--- config.mk ---
export PLATFORM = sky130hd
export DESIGN_NAME = vga_color_config
export DESIGN_NICKNAME = d
export VERILOG_FILES = /design/src/rtl/vga_color_pkg.sv /design/src/rtl/vga_color_config_debouncer.sv /design/src/rtl/vga_color_config.sv
export SDC_FILE = /design/constraint.sdc
export NUM_CORES = 1
export LEC_CHECK = 0
export ABC_AREA = 1
export BUFFER_PORTS_ARGS = -buffer_cell sky130_fd_sc_hd__buf_4
export CORE_MARGIN = 1.5
export CORE_UTILIZATION = 50
export DETAILED_ROUTE_END_ITERATION = 6
export GPL_TIMING_DRIVEN = 0
export PLACE_DENSITY = 0.68
export SLEW_MARGIN = 20
export SYNTH_ARGS = -nofsm -noshare
export SYNTH_HDL_FRONTEND = slang
export SYNTH_SLANG_ARGS = --single-unit
--- constraint.sdc ---
create_clock -name clk -period 1.6 [get_ports clk]
set_input_delay 0.08 -clock clk [delete_from_list [all_inputs] [get_ports clk]]
set_output_delay 0.08 -clock clk [all_outputs]
set_load 0.005 [all_outputs]
--- src/rtl/vga_color_pkg.sv ---
// Shared colour encoding for the VGA pixel colour source.
// Colours are 3-bit {R,G,B} values, one bit per DAC channel.
package vga_color_pkg;

    localparam int RGB_W = 3;

    typedef enum logic [RGB_W-1:0] {
        BLACK   = 3'b000,
        BLUE    = 3'b001,
        GREEN   = 3'b010,
        CYAN    = 3'b011,
        RED     = 3'b100,
        MAGENTA = 3'b101,
        YELLOW  = 3'b110,
        WHITE   = 3'b111
    } colour_t;

    localparam colour_t RESET_COLOUR = BLACK;

    // Steps through all eight colours; WHITE rolls over to BLACK.
    function automatic colour_t next_colour(input colour_t c);
        return colour_t'(c + RGB_W'(1));
    endfunction

endpackage

--- src/rtl/vga_color_config_debouncer.sv ---
// Push-button conditioner: two-flop synchroniser, stability filter and
// rising-edge detector producing a single-cycle press pulse.
module button_debouncer #(
    parameter int DEBOUNCE_CYCLES = 500000
) (
    input  logic clk,
    input  logic rst_n,
    input  logic btn_raw,
    output logic btn_level,
    output logic btn_press
);

    localparam int CNT_W = $clog2(DEBOUNCE_CYCLES);
    localparam logic [CNT_W-1:0] CNT_LAST = CNT_W'(DEBOUNCE_CYCLES - 1);

    logic             sync_q;
    logic             btn_s;
    logic             level_q;
    logic             level_d;
    logic [CNT_W-1:0] cnt;

    always_ff @(posedge clk or negedge rst_n) begin
        if (!rst_n) begin
            sync_q <= 1'b0;
            btn_s  <= 1'b0;
        end else begin
            sync_q <= btn_raw;
            btn_s  <= sync_q;
        end
    end

    // Any return to the accepted level restarts the stability count.
    always_ff @(posedge clk or negedge rst_n) begin
        if (!rst_n) begin
            cnt     <= '0;
            level_q <= 1'b0;
        end else if (btn_s == level_q) begin
            cnt <= '0;
        end else if (cnt == CNT_LAST) begin
            cnt     <= '0;
            level_q <= btn_s;
        end else begin
            cnt <= cnt + CNT_W'(1);
        end
    end

    always_ff @(posedge clk or negedge rst_n) begin
        if (!rst_n) begin
            level_d <= 1'b0;
        end else begin
            level_d <= level_q;
        end
    end

    assign btn_level = level_q;
    assign btn_press = level_q & ~level_d;

endmodule

--- src/rtl/vga_color_config.sv ---
// Pixel colour source: a debounced button steps a 3-bit colour, which is
// driven onto the pixel bus only during the visible area.
module vga_color_config
    import vga_color_pkg::*;
#(
    parameter int DEBOUNCE_CYCLES = 500000
) (
    input  logic             clk,
    input  logic             rst_n,
    input  logic             nextRgb,
    input  logic             video_on,
    output logic [RGB_W-1:0] rgb
);

    logic    btn_level;
    logic    btn_press;
    colour_t colour;

    button_debouncer #(
        .DEBOUNCE_CYCLES(DEBOUNCE_CYCLES)
    ) u_debouncer (
        .clk      (clk),
        .rst_n    (rst_n),
        .btn_raw  (nextRgb),
        .btn_level(btn_level),
        .btn_press(btn_press)
    );

    always_ff @(posedge clk or negedge rst_n) begin
        if (!rst_n) begin
            colour <= RESET_COLOUR;
        end else if (btn_press && btn_level) begin
            colour <= next_colour(colour);
        end
    end

    // Blanking is combinational so the pixel stays aligned with the sync generator.
    assign rgb = video_on ? colour : BLACK;

endmodule

# Word-level counts from Yosys, hierarchy flattened
# Cells that the tools add are included.
# W data, S select, Z words.
[word_totals]
ff_bits = 26
input_bits = 4
word_cells = 18
[classes]
n_addsub = 2
n_eq_ne = 2
muxes = 3
bitwise_logic = 3
n_reduce_logical = 2
[ops]
columns = ["cell", "n"]
rows = [
  ["$mux W19", 2],
  ["$add A19 B1 Y19 const B", 1],
  ["$eq A19 B19 Y1 const B", 1],
  ["$add A3 B1 Y3 const B", 1],
  ["$mux W3", 1],
  ["$not A1 Y1", 2],
  ["$reduce_and A2 Y1", 1],
  ["$and A1 B1 Y1", 1],
  ["$eq A1 B1 Y1", 1],
  ["$logic_and A1 B1 Y1", 1],
]

# Longest topological paths before layout
[logic_depth]
depth_word = 3
depth_mapped = 8
depth_no_buf = 8

# Hierarchy
# Synthesis repeated with hierarchy kept, for this count alone.
[unflattened]
hier_cells = 174
hier_area_um2 = 1385.1
[by_module_without_submodules]
columns = ["mod", "instances", "cells_each", "area_each_um2", "seq_area_each_um2"]
rows = [
  ["button_debouncer", 1, 150, 1216.2, 575.6],
  ["vga_color_config", 1, 24, 168.9, 75.1],
]

# Least setup slack after synthesis
# Ideal clock, no wire load.
[synth_timing]
path_type = "flip-flop to flip-flop"
from = "register u_debouncer.cnt[0]"
to = "register u_debouncer.cnt[18]"
setup_time_ns = 0.119
arrival_ns = 1.121
required_time_ns = 1.481
slack_ns = 0.360
path_stages_with_launch = 9
path_buffers = 0
synth_period_minus_slack_ns = 1.240
path_cell_list = "dfrtp_1 > ha_1 > nand2_1 > nor2_1 > nand2_2 > nor2_2 > nand3_1 > nand3_1 > nor2_1"
[synth_via]
elab_chain_len = 3
[synth_rtl]
columns = ["element", "line_no", "rtl"]
rows = [
  ["start: declaration", "vga_color_config_debouncer.sv:20", "logic [CNT_W-1:0] cnt;"],
  ["start signal: assignment", "vga_color_config_debouncer.sv:43", "cnt <= cnt + CNT_W'(1);"],
  ["$add A19 B1 Y19 / $eq A19 B19 Y1 (equally long branches)", "vga_color_config_debouncer.sv:43, vga_color_config_debouncer.sv:39", ""],
  ["$mux W19 *", "vga_color_config_debouncer.sv:39", "end else if (cnt == CNT_LAST) begin"],
  ["$mux W19 *", "vga_color_config_debouncer.sv:37", "end else if (btn_s == level_q) begin"],
]
# Mark *: on every way between the ends. The rest lies on a longest branch, timed or not.
# A chain may end at the register's enable or synchronous reset.

# Worst setup path after layout
[layout_timing]
from = "register u_debouncer.cnt[0]"
to = "register u_debouncer.cnt[5]"
# The elaborated chain is that of the path after synthesis.

==> flow_summary.html <==
<table>
<tr><th>Metric</th><th>Value</th></tr>
<tr><th colspan="2">Logic synthesis</th></tr>
<tr><td>Top cells by count, synth</td><td>nor2_1 (45), nand2_1 (34), dfrtp_1 (26), inv_1 (20), nand3_1 (13)</td></tr>
<tr><td>Cell types occupying the most area after synthesis</td><td>dfrtp_1 (45%), nor2_1 (12%), nand2_1 (8.9%)</td></tr>
<tr><td>Area share of the largest cell type after synthesis</td><td>0.453</td></tr>
<tr><td>Number of enable-type register cells in the synthesized netlist</td><td>0</td></tr>
<tr><td>Netlist area before placement</td><td>1440 sq um</td></tr>
<tr><td>Most common cell in the synthesized netlist</td><td>nor2_1</td></tr>
<tr><td>Leading area contributor after synthesis</td><td>dfrtp_1</td></tr>
<tr><td>Number of distinct library cells after synthesis</td><td>25</td></tr>
<tr><td>Mapped Nets</td><td>192</td></tr>
<tr><td>Primary FF master, synth</td><td>dfrtp_1</td></tr>
<tr><td>Yosys reg bits</td><td>26</td></tr>
<tr><td>Count of synthesis-stage warnings from yosys</td><td>0</td></tr>
<tr><td>Proportion of synthesized flip-flops having asynchronous set or reset</td><td>1.00</td></tr>
<tr><td>Average cell area after synthesis</td><td>7.72 sq um</td></tr>
<tr><td>Fraction of the yosys area taken by sequential cells</td><td>0.453</td></tr>
<tr><td>Number of cells produced by synthesis</td><td>186</td></tr>
<tr><th colspan="2">Worst setup path</th></tr>
<tr><td>Worst path required time</td><td>1810 ps</td></tr>
<tr><td>Cell depth of the worst flop-to-flop path</td><td>6</td></tr>
<tr><td>Crit path arrival time</td><td>1600 ps</td></tr>
<tr><td>Critical Path End Type</td><td>flip-flop</td></tr>
<tr><td>Startpoint types</td><td>flip-flop</td></tr>
<tr><td>Largest fanout on the critical path</td><td>6</td></tr>
<tr><td>Critical path class</td><td>flip-flop to flip-flop</td></tr>
<tr><th colspan="2">STA</th></tr>
<tr><td>Setup TNS Final</td><td>0 ps</td></tr>
<tr><td>Headroom to the max-slew limit</td><td>0.730</td></tr>
<tr><td>Total of endpoints with negative setup slack in the final report</td><td>0</td></tr>
<tr><td>Achievable frequency</td><td>719 MHz</td></tr>
<tr><td>Minimum period implied by the final worst setup slack</td><td>1390 ps</td></tr>
<tr><td>Count of pins over their slew limit</td><td>0</td></tr>
<tr><td>Worst Hold Margin</td><td>186 ps</td></tr>
<tr><td>Unrepaired setup endpoints after global routing</td><td>no</td></tr>
<tr><td>Tightest Pin Transition</td><td>405 ps</td></tr>
<tr><td>Worst clock skew</td><td>12.7 ps</td></tr>
<tr><td>Portion of the clock cycle consumed by the worst path in the final layout</td><td>0.869</td></tr>
<tr><td>Hold Violations, Final</td><td>0</td></tr>
<tr><th colspan="2">Power</th></tr>
<tr><td>Static leakage</td><td>0.721 nW</td></tr>
<tr><td>Sum of internal, switching and leakage power</td><td>1.04 mW</td></tr>
<tr><td>Pwr per Cell Area</td><td>660 nW/um^2</td></tr>
<tr><td>Worst vdd rail ir drop</td><td>0.579 mV</td></tr>
<tr><th colspan="2">Status</th></tr>
<tr><td>Result of the run</td><td>complete, no violations</td></tr>
<tr><th colspan="2">Drt</th></tr>
<tr><td>Wirelength per Cell</td><td>11.8 microns</td></tr>
<tr><td>DRC</td><td>0</td></tr>
<tr><td>Uppermost metal layer occupied by signal nets</td><td>met4</td></tr>
<tr><td>Number of antenna-violating nets in the routed design</td><td>0</td></tr>
<tr><td>Met3 Routed Length</td><td>41 microns</td></tr>
<tr><td>First-pass iteration count of the detailed router</td><td>4</td></tr>
<tr><td>Count of routing violations after the opening detailed-route iteration</td><td>51</td></tr>
<tr><td>Length of routed met2 wiring</td><td>1.29 mm</td></tr>
<tr><td>Sum of routed wire segments on met1</td><td>1.33 mm</td></tr>
<tr><td>Vias</td><td>1157</td></tr>
<tr><td>Routed WL</td><td>2.71 mm</td></tr>
<tr><td>Via-per-instance ratio</td><td>5.05</td></tr>
<tr><th colspan="2">Clocking</th></tr>
<tr><td>Total of hold buffers inserted after clock tree synthesis</td><td>2</td></tr>
<tr><td>Total of cells resized after clock tree synthesis</td><td>0</td></tr>
<tr><td>Worst-skew pair later-pin latency</td><td>310 ps</td></tr>
<tr><td>TritonCTS clock tree</td><td>yes</td></tr>
<tr><td>Clock transition at the register clock pins on the worst setup and hold paths after CTS</td><td>140 ps</td></tr>
<tr><td>H-tree depth reported by CTS</td><td>1</td></tr>
<tr><td>Number of buffers on the longest clock path</td><td>2</td></tr>
<tr><td>Clock Sink Count</td><td>26</td></tr>
<tr><td>Root Driver</td><td>clkbuf_4</td></tr>
<tr><td>CTS buffer count</td><td>3</td></tr>
<tr><td># Post-CTS Setup Buffers</td><td>0</td></tr>
<tr><th colspan="2">Floorplan</th></tr>
<tr><td>Die area</td><td>3200 sq um</td></tr>
<tr><td>Total I/O pin count</td><td>7</td></tr>
<tr><td>Number of rows in the core area</td><td>19</td></tr>
<tr><td>Die Span X</td><td>56.6 microns</td></tr>
<tr><td>Initial Utilization</td><td>0.525</td></tr>
<tr><td>Die boundary height</td><td>56.6 microns</td></tr>
<tr><td>Core ar.</td><td>2730 sq um</td></tr>
<tr><th colspan="2">Global routing</th></tr>
<tr><td>Pin count of the biggest net entering global routing</td><td>27</td></tr>
<tr><td>Initial antenna violation count</td><td>0</td></tr>
<tr><td>Vias in the first global route</td><td>1174</td></tr>
<tr><td>Total routing resource utilization after global routing</td><td>0.199</td></tr>
<tr><td>Global-route congestion overflow total</td><td>0</td></tr>
<tr><td>First-pass GRT wire length</td><td>5.02 mm</td></tr>
<tr><th colspan="2">Min path</th></tr>
<tr><td>Path class of the lowest-slack min-delay path</td><td>input pin to asynchronous set/reset pin</td></tr>
<tr><th colspan="2">Placement</th></tr>
<tr><td>Final weighted congestion in routability-driven placement</td><td>0.878</td></tr>
<tr><td>HPWL reported at the end of detailed placement</td><td>2.03 mm</td></tr>
<tr><td>PortBufs</td><td>6</td></tr>
<tr><th colspan="2">Final layout</th></tr>
<tr><td>Count of inserted antenna diode cells</td><td>0</td></tr>
<tr><td>Fillers</td><td>253</td></tr>
<tr><td>Fraction of final layout cells sized beyond drive strength 1</td><td>0.167</td></tr>
<tr><td>Net total in the final layout</td><td>205</td></tr>
<tr><td>Growth of design area from synthesis to finish</td><td>9.76%</td></tr>
<tr><th colspan="2">Run</th></tr>
<tr><td>Maximum capacitance violations</td><td>0</td></tr>
</table>
==> path summary, 6_finish.rpt <==
path	start	end	slack, ps
min	rst_n	u_debouncer.cnt[11]	190
max	u_debouncer.cnt[0]	u_debouncer.cnt[5]	210
max in group asynchronous	rst_n	u_debouncer.cnt[2]	1160
max reg2reg	u_debouncer.cnt[0]	u_debouncer.cnt[5]	210
min reg2reg	u_debouncer.sync_q	u_debouncer.btn_s	370
min in group clk	u_debouncer.sync_q	u_debouncer.btn_s	370
==> report_power, final <==
group | internal, mW | switching (mW) | leakage, nW
combinational | 0.0155 | 0.0298 | 0.344
clock | 0.139 | 0.184 | 0.0210
sequential | 0.666 | 0.00592 | 0.356
==> routing by layer <==
layer / GRT usage / vias to the layer above
met5: 0 / -
li1: - / 594
met4: 0.0748 / 0
met1: 0.264 / 547
met2: 0.334 / 12
met3: 0.0230 / 4
==> critical path, cell delays in order, from the launching register on <==
cell     delay (ps)
dfrtp_1         390
ha_1            190
nand2_1         100
nor2_1          160
nand3_2         200
nand2_2         190
nor2_1           60
==> flip-flops by register name (all words and copies together) (netlist names) <==
| signal | cells |
|---|---|
| u_debouncer.cnt | 19 |
| u_debouncer.btn_s | 1 |
| u_debouncer.btn_level | 1 |
| u_debouncer.level_d | 1 |
| colour | 3 |
| u_debouncer.sync_q | 1 |
==> layout by cell type (no fill, tap or decap) <==
cell type	count
nand3_2	1
xor2_2	1
clkinv_1	1
xnor2_1	3
and2_1	2
nor2_2	8
inv_2	4
nand3_1	13
nor2_1	45
nor3_4	1
inv_1	20
clkbuf_8	1
nand2_2	6
xor2_1	6
dfrtp_1	26
o21ai_0	2
nand4_1	1
nor3b_1	1
clkbuf_4	3
nor2_4	1
o21ai_1	1
nor3_1	1
nand2_1	34
o22ai_1	1
a21oi_1	4
buf_4	6
dlygate4sd3_1	2
mux2_2	1
ha_1	2
==> area by class of cell <==
class	instances	area [sq um]	area share
Multi-Input combinational cell	135	691	0.438
Clock buffer	4	36.3	0.0230
Tap cell	31	38.8	0.0246
Timing Repair Buffer	8	65.1	0.0413
Sequential cell	26	651	0.413
Inverter	25	93.8	0.0596
==> kinds of logic (layout without fill, tap and decap cells) <==
group / count (synthesis) / count (layout) / share of synthesized area
AO/OA/AOI/OAI: 8 / 8 / 0.0288
XOR/XNOR: 10 / 10 / 0.0663
adder cells (fa/ha/maj): 2 / 2 / 0.0174
buffers and inverters: 25 / 37 / 0.0654
flip-flops: 26 / 26 / 0.453
multiplexers: 1 / 1 / 0.00785
AND/OR/NAND/NOR: 114 / 114 / 0.361
==> through the flow <==
stage	cell area (sq um)	instances	worst slack, ps	util
after floorplan	1440	186	360	-
after global placement	1520	223	246	0.556
after detailed placement	1520	223	222	0.556
after CTS	1580	229	211	0.576
after global routing	1580	229	24.5	0.576
final	1580	229	209	0.576
Power figures use the tool's default switching activity.
